### config.mk
export PLATFORM = sky130hd
export DESIGN_NAME = divider_unit
export DESIGN_NICKNAME = d
export VERILOG_FILES = /design/src/rtl/divider_unit_pkg.sv /design/src/rtl/divider_unit_div_step.sv /design/src/rtl/divider_unit.sv
export SDC_FILE = /design/constraint.sdc
export NUM_CORES = 1
export LEC_CHECK = 0
export ABC_AREA = 1
export CORE_MARGIN = 2
export CORE_UTILIZATION = 40
export DETAILED_ROUTE_END_ITERATION = 10
export GPL_ROUTABILITY_DRIVEN = 0
export PLACE_DENSITY = 0.63
export SLEW_MARGIN = 20
export SYNTH_ARGS = -nofsm -noshare
export SYNTH_HDL_FRONTEND = slang
export SYNTH_SLANG_ARGS = --single-unit
### constraint.sdc
create_clock -name clk -period 3.8 [get_ports clk]
set_input_delay 0.76 -clock clk [delete_from_list [all_inputs] [get_ports clk]]
set_output_delay 0.76 -clock clk [all_outputs]
set_load 0.02 [all_outputs]
### src/rtl/divider_unit_pkg.sv
// divider_unit_pkg: shared decode types, FSM states and constants for the RV32M divider.
package divider_unit_pkg;
    localparam int XLEN = 32;
    localparam int TAG_W = 5;
    localparam int DIV_ITER = XLEN;
    localparam logic [31:0] DIV_OVF_DIVIDEND = 32'h8000_0000;

    typedef enum logic {ALU_DIV, ALU_REM} AluSel;
    typedef enum logic {OP_UNSIGNED, OP_SIGNED} SignSel;
    typedef enum logic [1:0] {IDLE, CALC, FIXUP, DONE} DivState;

    function automatic logic [XLEN-1:0] f_mag(input logic [XLEN-1:0] x, input logic sg);
        return (sg && x[XLEN-1]) ? -x : x;
    endfunction
endpackage

### src/rtl/divider_unit_div_step.sv
// div_step: one combinational radix-2 restoring iteration on a 33-bit partial remainder.
module div_step
    import divider_unit_pkg::*;
#(
    parameter int W = XLEN
) (
    input  logic [W:0]   i_rem,
    input  logic [W-1:0] i_quo,
    input  logic [W-1:0] i_divisor,
    output logic [W:0]   o_rem,
    output logic [W-1:0] o_quo
);
    logic [W:0] w_shift;
    logic [W:0] w_diff;
    assign w_shift = {i_rem[W-1:0], i_quo[W-1]};
    assign w_diff  = w_shift - {1'b0, i_divisor};
    // A set MSB of the difference means the trial subtraction went negative: restore.
    assign o_rem   = w_diff[W] ? w_shift : w_diff;
    assign o_quo   = {i_quo[W-2:0], ~w_diff[W]};
endmodule

### src/rtl/divider_unit.sv
// divider_unit: multi-cycle RV32M DIV/DIVU/REM/REMU with valid/ready handshake.
// Special cases (divide by zero, signed overflow) bypass the iteration loop.
module divider_unit
    import divider_unit_pkg::*;
(
    input  logic             clk,
    input  logic             reset_n,
    input  logic             i_flush,
    input  logic             i_valid,
    output logic             o_ready,
    input  logic             i_is_rem,
    input  logic             i_signed,
    input  logic [XLEN-1:0]  i_dividend,
    input  logic [XLEN-1:0]  i_divisor,
    input  logic [TAG_W-1:0] i_tag,
    output logic             o_valid,
    input  logic             i_ready,
    output logic [XLEN-1:0]  o_result,
    output logic [TAG_W-1:0] o_tag
);
    DivState          r_state;
    logic [XLEN:0]    r_rem;
    logic [XLEN-1:0]  r_quo;
    logic [XLEN-1:0]  r_div;
    logic [5:0]       r_cnt;
    logic             r_neg_q;
    logic             r_neg_r;
    logic             r_is_rem;
    logic             r_valid;
    logic [XLEN-1:0]  r_result;
    logic [TAG_W-1:0] r_tag;
    logic [XLEN:0]    w_rem;
    logic [XLEN-1:0]  w_quo;
    logic             w_div0;
    logic             w_ovf;

    div_step #(.W(XLEN)) u_step (
        .i_rem(r_rem),
        .i_quo(r_quo),
        .i_divisor(r_div),
        .o_rem(w_rem),
        .o_quo(w_quo)
    );

    assign w_div0   = (i_divisor == '0);
    assign w_ovf    = i_signed && (i_dividend == DIV_OVF_DIVIDEND) && (i_divisor == '1);
    assign o_ready  = (r_state == IDLE);
    assign o_valid  = r_valid;
    assign o_result = r_result;
    assign o_tag    = r_tag;

    always_ff @(posedge clk) begin
        if (!reset_n) begin
            r_state  <= IDLE;
            r_rem    <= '0;
            r_quo    <= '0;
            r_div    <= '0;
            r_cnt    <= '0;
            r_neg_q  <= 1'b0;
            r_neg_r  <= 1'b0;
            r_is_rem <= 1'b0;
            r_valid  <= 1'b0;
            r_result <= '0;
            r_tag    <= '0;
        end else if (i_flush) begin
            r_state <= IDLE;
            r_valid <= 1'b0;
        end else begin
            case (r_state)
                IDLE: if (i_valid) begin
                    r_is_rem <= i_is_rem;
                    r_tag    <= i_tag;
                    if (w_div0 || w_ovf) begin
                        r_result <= w_div0 ? (i_is_rem ? i_dividend : '1)
                                           : (i_is_rem ? '0 : DIV_OVF_DIVIDEND);
                        r_valid  <= 1'b1;
                        r_state  <= DONE;
                    end else begin
                        r_quo   <= f_mag(i_dividend, i_signed);
                        r_div   <= f_mag(i_divisor, i_signed);
                        r_neg_q <= i_signed && (i_dividend[XLEN-1] ^ i_divisor[XLEN-1]);
                        r_neg_r <= i_signed && i_dividend[XLEN-1];
                        r_rem   <= '0;
                        r_cnt   <= '0;
                        r_state <= CALC;
                    end
                end
                CALC: begin
                    r_rem <= w_rem;
                    r_quo <= w_quo;
                    r_cnt <= r_cnt + 6'd1;
                    if (r_cnt == 6'(DIV_ITER - 1)) r_state <= FIXUP;
                end
                FIXUP: begin
                    r_result <= r_is_rem ? (r_neg_r ? -r_rem[XLEN-1:0] : r_rem[XLEN-1:0])
                                         : (r_neg_q ? -r_quo : r_quo);
                    r_valid  <= 1'b1;
                    r_state  <= DONE;
                end
                DONE: if (i_ready) begin
                    r_valid <= 1'b0;
                    r_state <= IDLE;
                end
                default: r_state <= IDLE;
            endcase
        end
    end
endmodule

==> impl_summary.log <==
[metrics] Power per Cell Area: 327 nW/um2
[metrics] setup violation total in the final timing report: 0
[metrics] outcome: complete, no violations
[metrics] pin count of the biggest net entering global routing: 78
[metrics] die boundary height: 182 um
[metrics] total cell area at the placement stage: 14,200 um2
[metrics] library cell with the largest summed area after synthesis: sky130_fd_sc_hd__dfxtp_1
[metrics] Period minus WS final: 3.10 ns
[metrics] CTS sink cnt: 145
[metrics] clock network latency to the later pin of the worst-skew pair: 0.44 ns
[metrics] cell count after synthesis: 2,237
[metrics] clock tree from TritonCTS: yes
[metrics] top-area cell type share of the netlist area: 22.8%
[metrics] HPWL after detailed placement: 34.1 mm
[metrics] IR Drop Worst-Case VDD: 0.320 mV
[metrics] via-per-instance ratio: 5.35
[metrics] kind of capture point of the worst setup path: register
[metrics] placeable core region: 31,400 um2
[metrics] row count: 65
[metrics] Final Max Slew Viols: 0
[metrics] worst setup slack after placement: 0.286 ns
[metrics] via count of the routed design: 14,612
[metrics] cell types occupying the most area after synthesis: sky130_fd_sc_hd__dfxtp_1, sky130_fd_sc_hd__nand2_1, sky130_fd_sc_hd__inv_1
[metrics] number of cells traversed by the worst hold path: 2
[metrics] total of warnings raised by yosys: 0
[metrics] clock transition at the register clock pins on the worst setup and hold paths after CTS: 0.07 ns
[metrics] layout cell share with drive strength beyond 1: 4.29%
[metrics] Crit Path Category: in2reg
[metrics] Post-DRT Antenna Nets: 0
[metrics] Clock Tree Buf Depth: 2
[metrics] GR Overflow Total: 0
[metrics] number of buffers created by CTS: 17
[metrics] number of cells upsized or downsized after cts: 0
[metrics] first-pass GRT wire length: 68.9 mm
[metrics] DRC errors left: 0
[metrics] final-stage net count: 2,436
[metrics] WP data arrival: 3.47 ns
[metrics] count of flip-flops with a built-in enable after synthesis: 0
[metrics] Max Clock Skew: 0.0112 ns
[metrics] horizontal extent of the die: 182 um
[metrics] number of global-route vias before repair: 13,047
[metrics] Max-Cap Viols: 0
[metrics] number of ports placed on the die boundary: 115
[metrics] number of storage elements in the synthesis netlist: 145
[metrics] most numerous cell in the Yosys netlist: sky130_fd_sc_hd__nand2_1
[metrics] total placed cells including tap cells: 2,700
[metrics] number of cells in the finished layout apart from fillers: 2,732
[metrics] DRT iter0 DRCs: 1,482
[metrics] final instance area: 14,800 um2
[metrics] count of TritonRoute iterations in the first routing pass: 6
[metrics] starting utilization of the core area: 40.5%
[metrics] share of synthesized registers carrying an async set or reset: 0%
[metrics] maximum frequency from static timing analysis: 322 MHz
[metrics] maximum fanout count along the critical path: 33
[metrics] clock tree root driver cell: sky130_fd_sc_hd__clkbuf_16
[metrics] Fill cells: 3,421
[metrics] most instantiated flip-flop cell in the synthesis netlist: sky130_fd_sc_hd__dfxtp_1
[metrics] unique cell type count in the Yosys netlist: 48
[metrics] Synth Cell Area: 12,700 um2
[metrics] category of the worst setup path launch point: primary input
[metrics] leakage power of the design: 6.98 nW
[metrics] transition time of the tightest slew-check pin: 0.843 ns
[metrics] Worst Reg-to-Reg Cells: 15
[metrics] Req. time, crit path: 4.17 ns
[metrics] antenna violations before repair: 0
[metrics] setup repair after global routing missed its margin: false
[metrics] antenna diode count: 0
[metrics] Rel. slew slack: 43.5%
[metrics] global-route total usage across every layer: 26.0%
[metrics] setup bufs post-CTS: 0
[metrics] Synth Net Count: 2,356
[metrics] ratio of final minimum period to clock period: 81.6%
[metrics] # H-tree levels: 4
[metrics] input/output buffers: 114
[metrics] fraction of the yosys area taken by sequential cells: 22.8%
[metrics] post-cts hold buffer count: 0
[metrics] number of failing hold endpoints at the final stage: 0
[metrics] floorplan die area: 33,200 um2
[metrics] summed negative setup slack over all endpoints: 0 ns
[metrics] mean area per synthesized cell: 5.68 um2
[metrics] WL/cell: 16.1 um
[metrics] most common library cells after synthesis: sky130_fd_sc_hd__nand2_1, sky130_fd_sc_hd__inv_1, sky130_fd_sc_hd__nor2_1
[metrics] Detailed Route WL: 43.9 mm
[metrics] Hold WC Path Type: reg2reg
[metrics] Final Worst Setup Slack: 0.699 ns
[metrics] Area Overhead vs Synth: 16.6%
==> worst max-delay path: stages <==
cell and delay, ns:
sky130_fd_sc_hd__clkdlybuf4s50_1 0.44, sky130_fd_sc_hd__inv_1 0.14, sky130_fd_sc_hd__ha_1 0.21, sky130_fd_sc_hd__nand3_2 0.15
sky130_fd_sc_hd__nor2_4 0.17, sky130_fd_sc_hd__nand4_2 0.17, sky130_fd_sc_hd__nor2_1 0.26, sky130_fd_sc_hd__nand2_1 0.17
sky130_fd_sc_hd__nand3_2 0.15, sky130_fd_sc_hd__nand2_4 0.23, sky130_fd_sc_hd__inv_2 0.15, sky130_fd_sc_hd__buf_12 0.19
sky130_fd_sc_hd__o21ai_0 0.10, sky130_fd_sc_hd__a21oi_1 0.15
==> layer usage <==
metal	routed length (um)	vias up	global-route usage, %
met2	19500	538	41.3
li1	-	7357	-
met1	20000	6631	35.5
met5	0	-	0
met3	3100	86	4.51
met4	1290	0	9.13
==> kinds of logic after synthesis <==
kind of cell	synth area share, %
AOI/OAI and AO/OA	16.5
DFF	22.8
buffers and inverters	11.7
and+or+nand+nor	40.3
adders and majority gates	4.29
xor gates and xnor gates	4.34
==> final timing paths <==
check	start	end	slack, ns
worst min register to register	o_result[0]	o_result[0]	0.47
worst max register to register	r_quo[31]	r_rem[30]	0.71
worst min-delay path	o_result[0]	o_result[0]	0.47
worst max-delay path	i_dividend[0]	o_result[14]	0.70
==> power breakdown <==
| part | internal, mW | switching [mW] | leakage (nW) |
|---|---|---|---|
| Combinational | 0.450 | 0.854 | 5.51 |
| Clock | 1.11 | 0.762 | 0.294 |
| Sequential | 1.60 | 0.0707 | 1.18 |
| Total | 3.16 | 1.69 | 6.98 |
==> cell usage in the layout, fill, tap and decap left out, drive strengths merged, types with 9 or more instances in the layout <==
master	n
or2	9
inv	295
nor3	29
clkbuf	17
xor2	48
o22ai	9
o21ai	180
nor2	263
nand4	32
ha	42
buf	26
nand3b	14
a21oi	191
dfxtp	145
xnor2	15
nand3	196
clkdlybuf4s50	113
nand2	653
==> metrics by stage <==
stage	hold slack, ns	total power, mW	utilization, %
5_1_grt	0.488	5.08	47.2
2_1_floorplan	0.430	2.56	-
3_3_place_gp	0.460	2.97	45.2
4_1_cts	0.467	4.84	47.2
3_5_place_dp	0.455	2.98	45.2
6_report	0.466	4.84	47.2
==> final cells by class <==
| type | count | area (um2) | share of cell area, % |
|---|---|---|---|
| Clock buffer | 17 | 425 | 2.87 |
| Clock inverter | 15 | 209 | 1.41 |
| Inverter | 296 | 1110 | 7.50 |
| Multi-Input combinational cell | 1718 | 8320 | 56.1 |
| Sequential cell | 145 | 2900 | 19.6 |
| Tap cell | 402 | 503 | 3.39 |
| Timing Repair Buffer | 139 | 1350 | 9.10 |
==> registers in the layout, summed over array words and instances, names as in the netlist <==
register / count
o_result: 32
r_div: 32
r_quo: 32
r_rem: 32
r_cnt: 6
o_tag: 5
r_state: 2
o_valid: 1
r_is_rem: 1
r_neg_q: 1
r_neg_r: 1
(Power assumes the default switching activity.)
